<file path="src/rtl/dld_pkg.sv">
// Shared types and helpers for the dataflow deadlock monitor.
// The optional path capture in the top is enabled by the DLD_PATH_CAPTURE_EN macro.
package dld_pkg;

  localparam int IDX_W    = 5;
  localparam int MAX_PROC = 32;

  typedef enum logic [2:0] {
    ST_IDLE,
    ST_SETTLE,
    ST_WALK,
    ST_TRIM,
    ST_CHECK,
    ST_REPORT
  } dld_state_t;

  typedef struct packed {
    logic             vld;
    logic [IDX_W-1:0] idx;
  } dld_sel_t;

  function automatic dld_sel_t lowest_set(input logic [MAX_PROC-1:0] vec);
    dld_sel_t sel;
    sel = '0;
    for (int i = MAX_PROC - 1; i >= 0; i--) begin
      if (vec[i]) begin
        sel.vld = 1'b1;
        sel.idx = IDX_W'(i);
      end
    end
    return sel;
  endfunction

  function automatic logic [MAX_PROC-1:0] onehot(input logic [IDX_W-1:0] idx);
    return MAX_PROC'(1) << idx;
  endfunction

endpackage

</file>
<file path="src/rtl/dld_next_hop.sv">
// Priority encoder over one wait-for row: lowest process the current node waits on.
module dld_next_hop
  import dld_pkg::*;
#(
  parameter int N_PROC = 4
) (
  input  logic [N_PROC-1:0] i_row,
  output logic [IDX_W-1:0]  o_next_idx,
  output logic              o_next_vld
);

  dld_sel_t w_sel;

  assign w_sel      = lowest_set(MAX_PROC'(i_row));
  assign o_next_idx = w_sel.idx;
  assign o_next_vld = w_sel.vld;

endmodule

</file>
<file path="src/rtl/dataflow_deadlock_monitor.sv">
// Snapshots a settled blocked set, walks the wait-for graph for a cycle and reports it stickily.
// Define DLD_PATH_CAPTURE_EN to also record the cycle visit order on o_dl_path/o_dl_path_len.
module dataflow_deadlock_monitor
  import dld_pkg::*;
#(
  parameter  int N_PROC        = 4,
  parameter  int SETTLE_CYCLES = 16,
  localparam int CNT_W         = $clog2(SETTLE_CYCLES + 1)
) (
  input  logic                       i_clock,
  input  logic                       i_reset,
  input  logic                       i_enable,
  input  logic [N_PROC-1:0]          i_proc_blocked,
  input  logic [N_PROC*N_PROC-1:0]   i_wait_for,
  input  logic                       i_dl_clear,
  output logic                       o_dl_detect,
  output logic [N_PROC-1:0]          o_dl_origin,
  output logic [N_PROC-1:0]          o_dl_members,
  output logic                       o_busy,
  output logic [N_PROC*IDX_W-1:0]    o_dl_path,
  output logic [IDX_W-1:0]           o_dl_path_len
);

  dld_state_t                         r_state;
  logic [CNT_W-1:0]                   r_cnt;
  logic [N_PROC-1:0]                  r_prev_blk, r_snap_blk, r_visited, r_tried, r_members;
  logic [N_PROC-1:0][N_PROC-1:0]      r_snap_wf;
  logic [IDX_W-1:0]                   r_origin, r_cur, r_root;
  logic                               r_detect;
  logic [N_PROC-1:0]                  r_dl_origin, r_dl_members;

  logic [N_PROC-1:0]                  w_row, w_next_oh, w_origin_oh, w_cur_oh;
  logic [N_PROC-1:0][N_PROC-1:0]      w_masked_wf;
  logic [IDX_W-1:0]                   w_next_idx;
  logic                               w_next_vld, w_settled, w_loop_hit;
  dld_sel_t                           w_first, w_cand;

  // Edges to unblocked targets are dropped so the walk only ever follows real waits.
  always_comb begin
    w_masked_wf = '0;
    w_row       = '0;
    for (int i = 0; i < N_PROC; i++) begin
      if (i_proc_blocked[i]) w_masked_wf[i] = i_wait_for[i*N_PROC +: N_PROC] & i_proc_blocked;
      if (r_cur == IDX_W'(i)) w_row = r_snap_wf[i];
    end
  end

  dld_next_hop #(.N_PROC(N_PROC)) u_next_hop (
    .i_row      (w_row),
    .o_next_idx (w_next_idx),
    .o_next_vld (w_next_vld)
  );

  assign w_next_oh   = N_PROC'(onehot(w_next_idx));
  assign w_origin_oh = N_PROC'(onehot(r_origin));
  assign w_cur_oh    = N_PROC'(onehot(r_cur));
  assign w_first     = lowest_set(MAX_PROC'(i_proc_blocked));
  assign w_cand      = lowest_set(MAX_PROC'(r_snap_blk & ~r_tried & ~w_origin_oh));
  assign w_settled   = (r_cnt == CNT_W'(SETTLE_CYCLES - 1));
  assign w_loop_hit  = w_next_vld && |(r_visited & w_next_oh);

  // NOTE: the snapshot and walk registers are plain flops, so they take the async reset
  // like everything else; nothing here is a RAM that would forbid it.
  always_ff @(posedge i_clock or posedge i_reset) begin
    if (i_reset) begin
      r_state      <= ST_IDLE;
      r_cnt        <= '0;
      r_prev_blk   <= '0;
      r_snap_blk   <= '0;
      r_snap_wf    <= '0;
      r_visited    <= '0;
      r_tried      <= '0;
      r_members    <= '0;
      r_origin     <= '0;
      r_cur        <= '0;
      r_root       <= '0;
      r_detect     <= 1'b0;
      r_dl_origin  <= '0;
      r_dl_members <= '0;
    end else if (i_dl_clear) begin
      r_state      <= ST_IDLE;
      r_cnt        <= '0;
      r_detect     <= 1'b0;
      r_dl_origin  <= '0;
      r_dl_members <= '0;
    end else if (!i_enable && r_state != ST_REPORT) begin
      r_state <= ST_IDLE;
      r_cnt   <= '0;
    end else begin
      // NOTE: every assignment here is non-blocking so all state moves on the same edge.
      case (r_state)
        ST_IDLE: begin
          if (|i_proc_blocked) begin
            r_state    <= ST_SETTLE;
            r_cnt      <= '0;
            r_prev_blk <= i_proc_blocked;
          end
        end
        ST_SETTLE: begin
          if (!(|i_proc_blocked)) begin
            r_state <= ST_IDLE;
            r_cnt   <= '0;
          end else if (i_proc_blocked != r_prev_blk) begin
            r_cnt      <= '0;
            r_prev_blk <= i_proc_blocked;
          end else if (w_settled && w_first.vld) begin
            r_state    <= ST_WALK;
            r_cnt      <= '0;
            r_snap_blk <= i_proc_blocked;
            r_snap_wf  <= w_masked_wf;
            r_origin   <= w_first.idx;
            r_cur      <= w_first.idx;
            r_visited  <= N_PROC'(onehot(w_first.idx));
            r_tried    <= '0;
          end else begin
            r_cnt <= r_cnt + CNT_W'(1);
          end
        end
        ST_WALK: begin
          if (!w_next_vld) begin
            r_tried <= r_tried | w_origin_oh;
            if (w_cand.vld) begin
              r_origin  <= w_cand.idx;
              r_cur     <= w_cand.idx;
              r_visited <= N_PROC'(onehot(w_cand.idx));
            end else begin
              r_state <= ST_IDLE;
            end
          end else if (w_loop_hit) begin
            r_state   <= ST_TRIM;
            r_root    <= w_next_idx;
            r_cur     <= w_next_idx;
            r_members <= '0;
          end else begin
            r_visited <= r_visited | w_next_oh;
            r_cur     <= w_next_idx;
          end
        end
        ST_TRIM: begin
          r_members <= r_members | w_cur_oh;
          if (w_next_idx == r_root) r_state <= ST_CHECK;
          else                      r_cur   <= w_next_idx;
        end
        ST_CHECK: begin
          // A member that woke up since the snapshot means the cycle is stale.
          if (|(r_members & ~i_proc_blocked)) begin
            r_state    <= ST_SETTLE;
            r_cnt      <= '0;
            r_prev_blk <= i_proc_blocked;
          end else begin
            r_state      <= ST_REPORT;
            r_detect     <= 1'b1;
            r_dl_origin  <= N_PROC'(onehot(r_root));
            r_dl_members <= r_members;
          end
        end
        ST_REPORT: ;
        default: r_state <= ST_IDLE;
      endcase
    end
  end

  assign o_dl_detect  = r_detect;
  assign o_dl_origin  = r_dl_origin;
  assign o_dl_members = r_dl_members;
  assign o_busy       = (r_state != ST_IDLE) && (r_state != ST_REPORT);

`ifdef DLD_PATH_CAPTURE_EN
  logic [N_PROC*IDX_W-1:0] r_path;
  logic [IDX_W-1:0]        r_path_len;

  always_ff @(posedge i_clock or posedge i_reset) begin
    if (i_reset || i_dl_clear) begin
      r_path     <= '0;
      r_path_len <= '0;
    end else if (i_enable && r_state == ST_WALK && w_loop_hit) begin
      r_path     <= '0;
      r_path_len <= '0;
    end else if (i_enable && r_state == ST_TRIM) begin
      for (int k = 0; k < N_PROC; k++) begin
        if (r_path_len == IDX_W'(k)) r_path[k*IDX_W +: IDX_W] <= r_cur;
      end
      r_path_len <= r_path_len + IDX_W'(1);
    end
  end

  assign o_dl_path     = r_path;
  assign o_dl_path_len = r_path_len;
`else
  assign o_dl_path     = '0;
  assign o_dl_path_len = '0;
`endif

endmodule
</file>
<file path="config.mk">
export PLATFORM = sky130hd
export DESIGN_NAME = dataflow_deadlock_monitor
export DESIGN_NICKNAME = d
export VERILOG_FILES = /design/src/rtl/dld_pkg.sv /design/src/rtl/dld_next_hop.sv /design/src/rtl/dataflow_deadlock_monitor.sv
export SDC_FILE = /design/constraint.sdc
export NUM_CORES = 1
export LEC_CHECK = 0
export BUFFER_PORTS_ARGS = -buffer_cell sky130_fd_sc_hd__buf_4
export CORE_MARGIN = 5
export CORE_UTILIZATION = 54
export CTS_CLUSTER_DIAMETER = 120
export CTS_CLUSTER_SIZE = 14
export DETAILED_ROUTE_END_ITERATION = 12
export PLACE_DENSITY_LB_ADDON = 0.25
export SYNTH_ARGS = -nofsm -noshare
export SYNTH_HDL_FRONTEND = slang
export SYNTH_SLANG_ARGS = --single-unit
</file>
<file path="constraint.sdc">
create_clock -name i_clock -period 3.5 [get_ports i_clock]
set_input_delay 0.7 -clock i_clock [delete_from_list [all_inputs] [get_ports i_clock]]
set_output_delay 0.7 -clock i_clock [all_outputs]
set_load 0.03 [all_outputs]
</file>
==> results.toml <==
[global_routing]
grt_pass1_wl_um = 13670
use_met2 = 0.3005
grt_pass1_vias = 2756
busiest_layer = "met2"
gr-usage-met3 = 0.05785
grt_usage = 0.2021
overflow = 0
use_met1 = 0.2815
antenna_found_initial = 0
grt_max_degree = 38

[synthesis]
syn_area_per_cell_um2 = 9.117
yosys-top-cells-area = "dfrtp_1 41%, buf_4 5.3%, o21ai_0 4.4%"
yosysMostFrequentCell = "dfrtp_1"
synth_enable_flop_cells = 0
synth_area_um2 = 3565
ys_warn_count = 0
synth_top_area_cell = "dfrtp_1"
yosysSeqAreaShare = 0.4142
synthCells = 391
ys_seq_elements = 59
synth_common_cells = "59 x dfrtp_1, 40 x nand2_1, 33 x nor2_1"
synthArstFlopShare = 1.000
synth_ff_type = "dfrtp_1"
synth_top_area_frac = 0.4142
ys_types = 64

[hold_path]
hp-class = "primary input to asynchronous set/reset pin"

[clocking]
cts_tree = "done"
postCtsHoldBufs = 0
clk_latency_ps = 350
root_buffer = "clkbuf_8"
cts_resized = 0
cts_buffers = 9
cts_setup_buffers = 0
clk_pin_slew_worst_paths_ps = 70
cts_sinks = 59
cts_buffer_depth = 2
htreeDepth = 3

[floorplan]
rows = 29
io_pins = 59
die_height_um = 91.25
die_area_um2 = 8327
core_um2 = 6386
initial_utilization = 0.5582
die_x_um = 91.25

[power_and_ir_drop]
clockPowerShare = 0.398
switchingPower_w = 0.0003862
vdd_drop_max_v = 0.0002489
intPower_w = 0.001004
power_frac_seq = 0.503
pwr_density_cell_nw_per_um2 = 354.8
p_comb_frac = 0.099
p_leak_nw = 1.879
switching_share = 0.2778

[setup_path]
startpoint = "r_cur[0]"
r2r-end = "r_cur[1]"
reg2reg_depth = 6
critPathLaunchType = "register"
critPathKind = "register to register"
worstPathRequired_ps = 3730
ff2ff_setup_slack_ps = 670
endpoint_kind = "register"
cp.arrival_ps = 3070
cp_max_fo = 10
rr_startpoint = "r_cur[0]"
cp-endpoint = "r_cur[1]"

[drt]
via_per_inst = 5.783
drt_iter0_drc = 331
drcViolationCount = 0
detail-route-antenna-nets = 0
wirelength_um = 8002
wl_per_cell_um = 16.07
drt-pass1-iter-count = 6
routed-via-count = 2880

[timing]
final.setup.worst_slack_ps = 665.4
drv_slew = 0
tns_ps = 0
rsz0062_at_grt = "false"
setup_violations = 0
finalCritPeriodShare = 0.8099
worstMarginPinSlew_ps = 555.0
hold_violations = 0
fmax_mhz = 352.8
final.setup_skew_ps = 9.876
slew_headroom = 0.6286
period_minus_slack_ps = 2835

[layout]
num_antenna_cells = 0
fill_cells = 551
area_growth_pct = 9.898
final_layout_size_suffix_gt1_frac = 0.2043
utilization = 0.6134
nets = 443

[place]
place_ws_ps = 682.5
io_buffers = 33
gp_congestion = 0.9269
hpwl_um = 5805

[flow_run]
drv_cap = 0

[run_status]
status = "completed"
-- area by class of cell --
cell class	instances	area, µm²	share of cell area
Multi-Input combinational cell	297	1854	0.4733
Sequential cell	59	1476	0.3769
Timing Repair Buffer	36	270.3	0.06899
Clock buffer	10	137.6	0.03513
Tap cell	77	96.34	0.02459
Inverter	14	52.55	0.01341
Clock inverter	5	30.03	0.007665
-- cell usage in the layout, fill, tap and decap left out, types with 2 or more instances in the layout --
master	synthesis	final
or2_2	5	5
a21oi_1	16	16
o21bai_1	3	3
and3_1	3	3
and4b_2	2	2
a31oi_1	7	7
a21oi_2	2	2
conb_1	1	25
ha_1	2	2
mux2_4	2	2
o21ai_0	31	31
mux2i_1	8	8
nor2_1	33	33
o31ai_1	2	2
or3_1	2	2
nand2_1	40	40
nand4_1	3	3
inv_1	14	13
buf_4	25	36
mux4_2	4	4
xnor2_1	4	4
clkinv_2	0	3
clkinvlp_4	0	2
o21a_1	6	6
nand3_1	19	19
and2_1	2	2
nand3b_1	2	2
clkbuf_8	0	10
nor3_1	7	7
o311ai_0	2	2
mux2_2	13	13
dfrtp_1	59	59
nand2b_1	8	8
o2111ai_1	2	2
nor2b_1	14	14
-- power groups by stage --
stage / logic, W / registers [W] / clock network [W]
after floorplan: 0.000121 / 0.000708 / 0
after global placement: 0.000136 / 0.000711 / 0
after detailed placement: 0.000138 / 0.000712 / 0
after CTS: 0.000138 / 0.000699 / 0.000564
after global routing: 0.000152 / 0.000700 / 0.000602
final: 0.000138 / 0.000699 / 0.000553
-- metal layers --
metal	vias to the layer above	share of wire
met4	0	0.026
met1	1349	0.45
met3	31	0.070
met5	-	0
li1	1386	-
met2	114	0.46
-- worst min-delay path by stage --
stage | to | slack [ps] | depth (start not counted)
CTS | r_visited[2] | 380 | 2
global placement | r_cnt[3] | 460 | 1
global route | o_dl_origin[2] | 400 | 2
floorplan | r_cnt[3] | 440 | 1
detailed placement | r_cnt[3] | 460 | 1
finish | r_visited[2] | 370 | 2
-- registers in the layout, summed over array words and instances (netlist names) --
name	flops
o_dl_detect	1
o_dl_origin	4
r_snap_blk	4
r_snap_wf	16
r_members	4
r_cur	2
r_tried	4
o_dl_members	4
r_visited	4
r_prev_blk	4
r_state	3
r_cnt	5
r_root	2
r_origin	2
-- critical path: stages, from the launching register on --
cell and delay, ps:
dfrtp_1 620, mux4_2 670, or4b_1 540, a31o_1 260, a21oi_2 160, or4_4 170
mux2_4 290
-- per-stage QoR --
stage          cell area [µm²]  power [W]  instances  hold WS, ps
2_1_floorplan             3655  0.0008290        415        437.5
3_3_place_gp              3750  0.0008471        483        458.4
3_5_place_dp              3750  0.0008495        483        462.8
4_1_cts                   3918   0.001401        498        380.1
5_1_grt                   3918   0.001454        498        404.0
6_report                  3918   0.001390        498        372.5
-- cells by family after synthesis --
logic type / Yosys count / synth area share
AO/OA/AOI/OAI: 90 / 0.1639
flip-flops: 59 / 0.4142
XOR/XNOR: 4 / 0.009827
buffers and inverters: 59 / 0.09091
adder cells (fa/ha/maj): 2 / 0.007019
AND/OR/NAND/NOR: 148 / 0.2085
multiplexers: 28 / 0.1046
other: 1 / 0.001052
(Power assumes the default switching activity.)
